**src/rtl/inst_buffer_pkg.sv**
```systemverilog
// Shared widths and record layouts for the ID-side instruction buffer.
// The fetch bus and buffer entries are packed structs so their fields can be named.
package inst_buffer_pkg;

    localparam int IF_TO_ID_WD = 66;
    localparam int IB_ENTRY_WD = 64;
    localparam int IB_DEPTH    = 16;
    localparam int IB_SLACK    = 4;

    typedef struct packed {
        logic        discard;
        logic        ce;
        logic [31:0] pc_start;
        logic [31:0] pc_base;
    } fetch_bus_t;

    typedef struct packed {
        logic [31:0] pc;
        logic [31:0] inst;
    } ib_entry_t;

    // Decode can never take more than two instructions per cycle.
    function automatic logic [1:0] clip_pop(input logic [1:0] req);
        return (req == 2'd3) ? 2'd2 : req;
    endfunction

endpackage

```
**src/rtl/inst_buffer_ib_ram.sv**
```systemverilog
// Circular-buffer storage: two adjacent write ports and two asynchronous read ports.
// Port 0 always writes the lower of the two consecutive entries.
module ib_ram
    import inst_buffer_pkg::*;
#(
    parameter int DEPTH = IB_DEPTH,
    parameter int AW    = 4
) (
    input  logic                   clk,
    input  logic                   we0,
    input  logic                   we1,
    input  logic [AW-1:0]          waddr,
    input  logic [IB_ENTRY_WD-1:0] wdata0,
    input  logic [IB_ENTRY_WD-1:0] wdata1,
    input  logic [AW-1:0]          raddr,
    output logic [IB_ENTRY_WD-1:0] rdata0,
    output logic [IB_ENTRY_WD-1:0] rdata1
);

    logic [IB_ENTRY_WD-1:0] mem [DEPTH];
    logic [AW-1:0]          waddr1;
    logic [AW-1:0]          raddr1;

    assign waddr1 = waddr + AW'(1);
    assign raddr1 = raddr + AW'(1);

    always_ff @(posedge clk) begin
        if (we0) mem[waddr]  <= wdata0;
        if (we1) mem[waddr1] <= wdata1;
    end

    assign rdata0 = mem[raddr];
    assign rdata1 = mem[raddr1];

endmodule

```
**src/rtl/inst_buffer.sv**
```systemverilog
// ID-side receiver for paired 64-bit instruction fetch: pairs request metadata with
// the SRAM data one cycle later, queues surviving words and presents two per cycle.
module inst_buffer
    import inst_buffer_pkg::*;
#(
    parameter int DEPTH = IB_DEPTH,
    parameter int AW    = 4,
    parameter int SLACK = IB_SLACK
) (
    input  logic                   clk,
    input  logic                   rst,
    input  logic                   flush,
    input  logic [IF_TO_ID_WD-1:0] fetch_bus,
    input  logic [63:0]            inst_sram_rdata,
    input  logic [1:0]             id_pop,
    output logic                   stall_req,
    output logic                   inst0_valid,
    output logic [31:0]            inst0_pc,
    output logic [31:0]            inst0,
    output logic                   inst1_valid,
    output logic [31:0]            inst1_pc,
    output logic [31:0]            inst1
);

    fetch_bus_t fb;
    assign fb = fetch_bus_t'(fetch_bus);

    logic          unused_pc_bits;
    assign unused_pc_bits = ^{fb.pc_start[31:3], fb.pc_start[1:0]};

    logic          pend_v;
    logic [31:0]   pend_base;
    logic          pend_off;

    logic [AW-1:0] rd_ptr, wr_ptr;
    logic [AW:0]   count, count_next, free;
    logic [1:0]    pop_req, pop, wr_req, wr_n;
    ib_entry_t     wentry0, wentry1, rentry0, rentry1;
    logic          kill;

    assign kill = rst | flush;

    always_comb begin
        pop_req = clip_pop(id_pop);
        pop     = (count < (AW+1)'(pop_req)) ? count[1:0] : pop_req;
        wr_req  = pend_v ? (pend_off ? 2'd1 : 2'd2) : 2'd0;
        free    = (AW+1)'(DEPTH) - count + (AW+1)'(pop);
        // Words that would overrun the read pointer are dropped rather than corrupting the queue.
        wr_n    = ((AW+1)'(wr_req) > free) ? free[1:0] : wr_req;
        count_next = count + (AW+1)'(wr_n) - (AW+1)'(pop);
        wentry0 = pend_off ? ib_entry_t'{pend_base + 32'd4, inst_sram_rdata[63:32]}
                           : ib_entry_t'{pend_base, inst_sram_rdata[31:0]};
        wentry1 = ib_entry_t'{pend_base + 32'd4, inst_sram_rdata[63:32]};
    end

    ib_ram #(.DEPTH(DEPTH), .AW(AW)) u_ram (
        .clk    (clk),
        .we0    (~kill && wr_n != 2'd0),
        .we1    (~kill && wr_n == 2'd2),
        .waddr  (wr_ptr),
        .wdata0 (wentry0),
        .wdata1 (wentry1),
        .raddr  (rd_ptr),
        .rdata0 (rentry0),
        .rdata1 (rentry1)
    );

    // Capture stage: request metadata waits here for its SRAM data.
    always_ff @(posedge clk) begin
        pend_base <= fb.pc_base;
        pend_off  <= fb.pc_start[2];
        if (kill) pend_v <= 1'b0;
        else      pend_v <= fb.ce & ~fb.discard;
    end

    // Write/pop stage: queue pointers, occupancy and registered back-pressure.
    always_ff @(posedge clk) begin
        if (kill) begin
            rd_ptr    <= '0;
            wr_ptr    <= '0;
            count     <= '0;
            stall_req <= 1'b0;
        end else begin
            rd_ptr    <= rd_ptr + AW'(pop);
            wr_ptr    <= wr_ptr + AW'(wr_n);
            count     <= count_next;
            stall_req <= count_next > (AW+1)'(DEPTH - SLACK);
        end
    end

    always_ff @(posedge clk) begin
        if (!kill && pend_v) begin
            assert ((AW+1)'(wr_req) <= free)
            else $error("inst_buffer: write overran free space, words dropped");
        end
    end

    assign inst0_valid = (count != '0);
    assign inst1_valid = (count >= (AW+1)'(2));
    assign {inst0_pc, inst0} = inst0_valid ? rentry0 : '0;
    assign {inst1_pc, inst1} = inst1_valid ? rentry1 : '0;

endmodule

```
**config.mk**
```make
export PLATFORM = sky130hd
export DESIGN_NAME = inst_buffer
export DESIGN_NICKNAME = d
export VERILOG_FILES = /design/src/rtl/inst_buffer_pkg.sv /design/src/rtl/inst_buffer_ib_ram.sv /design/src/rtl/inst_buffer.sv
export SDC_FILE = /design/constraint.sdc
export NUM_CORES = 2
export LEC_CHECK = 0
export BUFFER_PORTS_ARGS = -buffer_cell sky130_fd_sc_hd__buf_2
export CAP_MARGIN = 20
export CORE_MARGIN = 2
export CORE_UTILIZATION = 40
export DETAILED_ROUTE_END_ITERATION = 6
export GPL_TIMING_DRIVEN = 0
export HOLD_SLACK_MARGIN = 0.03
export PLACE_DENSITY = 0.55
export SYNTH_ARGS = -nofsm -noshare
export SYNTH_HDL_FRONTEND = slang
export SYNTH_SLANG_ARGS = --single-unit
```
**constraint.sdc**
```tcl
create_clock -name clk -period 20.4 [get_ports clk]
set_input_delay 1.02 -clock clk [delete_from_list [all_inputs] [get_ports clk]]
set_output_delay 1.02 -clock clk [all_outputs]
set_load 0.01 [all_outputs]
```
# Word-level counts from Yosys, hierarchy flattened
# Memory sizes are Yosys's and may differ from the RTL's. A register that Yosys moved wholly into a read port is not among the register bits.
# Cells that the tools add are included.
dict set report word_totals {
  ff_bits 48
  ram_bits 1024
  in_bits 135
  out_inout_bits 131
  word_cells 44
  memories 1
}
dict set report classes {
  add_sub_neg 9
  n_lt_le_gt_ge 4
  n_eq_ne 2
  mux 13
  bitwise_logic 4
  n_reduce_logical 4
}
# name words width read_ports rd_ports_with_merged_regs wr line_no
set memory_table {}
lappend memory_table {u_ram.mem 16 64 2 1 2 inst_buffer_ib_ram.sv:20} ;# logic [IB_ENTRY_WD-1:0] mem [DEPTH];
# cell count
set op_table {}
lappend op_table {{64-bit two-way mux} 3}
lappend op_table {{32-bit by 3-bit adder with 32-bit output, second input constant} 1}
lappend op_table {{5-bit by 2-bit adder with 5-bit output} 2}
lappend op_table {{2-bit two-way mux} 5}
lappend op_table {{4-bit by 1-bit adder with 4-bit output, second input constant} 2}
lappend op_table {{4-bit by 2-bit adder with 4-bit output} 2}
lappend op_table {{5-bit by 2-bit >= comparator with 1-bit output, second input constant} 1}
lappend op_table {{2-bit by 5-bit greater-than comparator with 1-bit output} 1}
lappend op_table {{5-bit by 4-bit greater-than comparator with 1-bit output, second input constant} 1}
lappend op_table {{5-bit by 2-bit < comparator with 1-bit output} 1}
lappend op_table {{5-bit nonzero test} 1}
lappend op_table {{5-bit by 2-bit subtractor with 5-bit output} 1}
lappend op_table {{5-bit subtractor, first input constant} 1}
lappend op_table {{2-bit equality test, second input constant} 2}
lappend op_table {{1-bit two-way mux} 4}
lappend op_table {{4-bit two-way mux} 1}
lappend op_table {{1-bit logical AND} 2}
lappend op_table {{1-bit inverter} 2}
lappend op_table {{2-bit nonzero test} 1}
lappend op_table {{1-bit AND} 1}
lappend op_table {{1-bit bitwise OR} 1}

# Logic depth before layout (Yosys ltp)
dict set report logic_depth {
  ltp_word 11
  depth_mapped 26
}

# By module
# From an unflattened synthesis, not the netlist that was laid out.
dict set report unflattened {
  cells_unflattened 4046
  area_unflattened_um2 62774.0
}
# module n_inst cells_each area_per_inst_um2
set by_module_without_submodules {}
lappend by_module_without_submodules {ib_ram 1 3556 58737.6}
lappend by_module_without_submodules {inst_buffer 1 490 4036.4}

# Worst setup path after synthesis
# Ideal clock, no wire load.
dict set report synth_path {
  path_kind {input-to-reg}
  from {input port id_pop[1]}
  to {memory u_ram.mem[15][0], enable pin}
  arrival_ns 8.977
  required_ns 19.819
  slack_ns 10.842
  stages 16
  path_cell_list {inv_1 ha_1 o21ai_0 or3b_2 nand2_1 fa_1 inv_1 ha_1 a211o_1 or4_1 buf_2 nand2_1 buf_2 buf_2 nor2_1 a211oi_1}
}
# element line_no
set synth_lines {}
lappend synth_lines {{start: declaration} inst_buffer.sv:15} ;# input logic [1:0] id_pop,
lappend synth_lines {{end: declaration} inst_buffer_ib_ram.sv:20}

# Final worst setup path
dict set report layout_path {
  from {register rd_ptr[1]}
  to {output port inst1_pc[31]}
}
dict set report layout_via {
  elab_chain_len 3
}
# element line_no
set layout_lines {}
lappend layout_lines {{start: declaration} inst_buffer.sv:35} ;# logic [AW-1:0] rd_ptr, wr_ptr;
lappend layout_lines {{start signal: assignment} inst_buffer.sv:84} ;# rd_ptr <= rd_ptr + AW'(pop);
lappend layout_lines {{4-bit by 1-bit adder with 4-bit output} inst_buffer_ib_ram.sv:25} ;# assign raddr1 = raddr + AW'(1);
lappend layout_lines {{memory read 16 x 64 bit} -}
lappend layout_lines {{64-bit two-way mux} inst_buffer.sv:101} ;# assign {inst1_pc, inst1} = inst1_valid ? rentry1 : '0;
lappend layout_lines {{end: declaration} inst_buffer.sv:21} ;# output logic [31:0] inst1_pc,
# No other way between the ends.

==> results.md <==
- Hold Path End: pend_base[4]
- Adder-Cell Fraction of Synth Area: less than 1%
- Clk Tree Root Cell: clkbuf_16
- Avg Cell Area, Syn: 15.16 um2
- Min-delay src: fetch_bus[4]
- Reg2reg start: pend_off
- Buf/Inv on CP: 5
- Vias per cell: 6.545
- Overflow after GRT: 0
- TritonCTS clock tree: done
- Largest net degree at the start of global routing: 22
- Worst-margin pin slew: 1.321 ns
- Slowest CP cell: clkbuf_1
- Slew margin rel.: 11.95%
- Top-area cell type share of the netlist area: 48.86%
- Post-synthesis compound-gate area fraction: 5.857%
- Die height: 400.6 um
- Post-layout min period: 7.078 ns
- Static leakage: 23.12 nW
- Via count: 44,770
- # nets final: a little under 5,000
- Main combinational cell family by area after synthesis: multiplexers
- First-pass GRT wire length: 343,000 um
- Max Slew Vio Count: 0
- Clock slew at reported path FFs: 0.06 ns
- Postcts setup bufs: 0
- FF-to-FF path depth: 18
- Synth top cells by count: edfxtp_1 (1,024), mux4_2 (576), mux2_2 (562), clkbuf_1 (316), mux2i_1 (225)
- H-tree depth: 3
- Fin crit share: 34.70%
- Max clock buf depth: 3
- Post-CTS sizing: 0
- Fmax: 141.3 MHz
- Number of I/O port buffers: 234
- P per Cell Area: 95.98 mW/mm2
- Routed length per placed instance: 36.17 um
- DRC: 1
- Register bit total from synthesis: about 1,100
- Area grow syn2layout: 17.29%
- Area of the multi-input gates: 0.02937 mm2
- Ratio of cells with drive above 1 in the final layout: 39.59%
- Yosys top cell by area: edfxtp_1
- Initial Util: 40.29%
- Violated checks: design-rule violations
- Crit Path Class: reg -> out
- Count leader, synth: edfxtp_1
- CP Max Fanout: 10
- Worst path arrival time: 6.06 ns
- WHS Path Cells: 1
- Final Hold Vio Count: 0
- Tot GR Track Use: 30.29%
- Post-synthesis mux area share: about a third
- Status: finished, violations left
- Sequential area share after synthesis: 50.39%
- Die area: 0.1605 mm2
- # IOs: around 270
- Total power after layout: just over 0.007 W
- FILL cells: 13,620
- Post-Route WL: 247,400 um
- Synthesized instance count: ~4,200
- Most used DFF post-synth: edfxtp_1
- Sink Count: 1,072
- Largest delay share family, worst path: buffers and inverters
- Mapped cell area: 0.06293 mm2
- Unrepaired setup endpoints after global routing: no
- CP Data Required Time: 19.38 ns
- First-pass detailed-route iteration total: 7
- Drt initial violations: 5,853
- Syn_nets: around 4,300
- Max-Cap Viols: 0
- Main area contributors after synthesis: edfxtp_1 (49%), mux4_2 (21%), mux2_2 (10%), mux2i_1 (3.6%), a211oi_1 (1.9%)
- Detailed Place HPWL: 177,000 um
- Worst skew pair latency: 0.77 ns
- Unique masters post-synth: just over 60
- Initial antenna violation count: 5
- Ys Warns: 0
- CORE AREA: 0.1562 mm2
- Worst path max stage delay: approximately 0.94 ns
- Critical Path Sink Type: primary output
- Worst Hold Class: in -> reg
- Max IR drop VDD: 0.00008094 V
- Post-DRT Antenna Nets: 0
- Placer Congestion: between 0.8 and 0.9
- Post-Synth XOR/XNOR Area: roughly 1.2%
- Number of synthesized flops with an enable pin: 1,024
- Clock buffer count from CTS: 121
- Reg2reg end: stall_req
- Final setup viols: 0
- Vias in the first global route: 44,020
- Storage element area: 0.03171 mm2
- Hold Buf Count CTS: 0
- Die Wd: 400.6 um
- Critical-path cell list: clkbuf_1 > nand3_1 > xor2_1 > clkbuf_1 > clkbuf_1 > clkbuf_1 > a211oi_1 > a211oi_1 > buf_2
- Hold slack: 0.3592 ns
- Rows: 145
- Setup TNS: 0 ns
- Startpoint types: flip-flop
- Final Skew: 0.04111 ns
- Simple-gate portion of the synthesized area: 4.533%
- Async set-or-reset flop fraction in the synthesized netlist: 0%
- Reg2Reg Setup Slack: 13.86 ns
- CP most frequent cell: clkbuf_1
==> worst max path at each step <==
stage,startpoint,endpoint,slack (ns),cells after the start
after global placement,id_pop[1],u_ram.mem[15][10],2.13,20
after global routing,rd_ptr[1],inst1_pc[4],13.29,9
after floorplan,id_pop[1],u_ram.mem[15][0],10.84,16
final,rd_ptr[1],inst1_pc[31],13.32,9
after detailed placement,id_pop[1],u_ram.mem[8][27],13.36,18
after CTS,rd_ptr[1],inst1_pc[21],13.37,8
==> worst reg2reg max path, delay by kind of cell, from the launching register on <==
kind | cells | cell delay [ns]
compound gates | 5 | 1.18
xor+xnor | 1 | 0.14
fa+ha+maj | 3 | 1.00
buf+inv | 6 | 3.16
flops | 1 | 0.38
simple gates | 3 | 0.58
==> per-stage QoR <==
step / instances / instance area, um2 / setup WS [ns] / utilization (%)
3_3_place_gp: 6442 / 66680 / 2.131 / 42.68
6_report: 6840 / 73810 / 13.32 / 47.25
2_1_floorplan: 4150 / 62930 / 10.84 / -
4_1_cts: 6807 / 73420 / 13.37 / 47.00
5_1_grt: 6835 / 73800 / 13.29 / 47.24
3_5_place_dp: 6576 / 69400 / 13.36 / 44.43
==> flip-flops by register name, summed over array words and instances (netlist names) <==
name	cells
pend_off	1
count	5
stall_req	1
u_ram.mem	1024
pend_base	32
rd_ptr	4
wr_ptr	4
pend_v	1
==> cells by family after synthesis <==
| logic type | after synthesis |
|---|---|
| adders and majority gates | 21 |
| and+or+nand+nor | 596 |
| muxes | 1363 |
| AOI/OAI and AO/OA | 502 |
| buffers and inverters | 508 |
| xor gates and xnor gates | 88 |
| DFF | 1072 |
==> layer usage <==
layer / vias to the layer above / routed length (um) / GRT usage (%)
li1: 17880 / - / -
met5: - / 29 / 0
met4: 4 / 12410 / 14.35
met3: 577 / 24080 / 6.424
met1: 23490 / 96920 / 40.41
met2: 2819 / 114000 / 47.31
==> cells in the final DEF (no fill, tap or decap), drive strengths merged, types with 26 or more instances in the layout <==
master	count
edfxtp	1024
mux4	576
buf	565
mux2	562
clkbuf	469
mux2i	225
nand2	224
a211oi	161
o211ai	160
nor2	125
nor2b	77
a21oi	77
xnor2	76
and2	75
clkinv	58
o21ai	54
dfxtp	48
nand3	26
==> area by class of cell <==
| class | instances | share of cell area [%] |
|---|---|---|
| Multi-Input combinational cell | 2570 | 39.79 |
| Antenna cell | 5 | 0.01695 |
| Inverter | 22 | 0.1119 |
| Clock buffer | 152 | 4.441 |
| Buffer | 486 | 2.692 |
| Sequential cell | 1072 | 42.96 |
| Timing Repair Buffer | 396 | 5.482 |
| Clock inverter | 79 | 1.015 |
| Tap cell | 2058 | 3.489 |
==> report_power, final <==
| part | leakage (nW) | total (W) | internal, W | switching (W) |
|---|---|---|---|---|
| registers | 9.58 | 0.00246 | 0.00245 | 0.0000182 |
| clock network | 1.97 | 0.00226 | 0.00130 | 0.000965 |
| logic | 11.6 | 0.00236 | 0.00101 | 0.00135 |
Power figures use the tool's default switching activity.
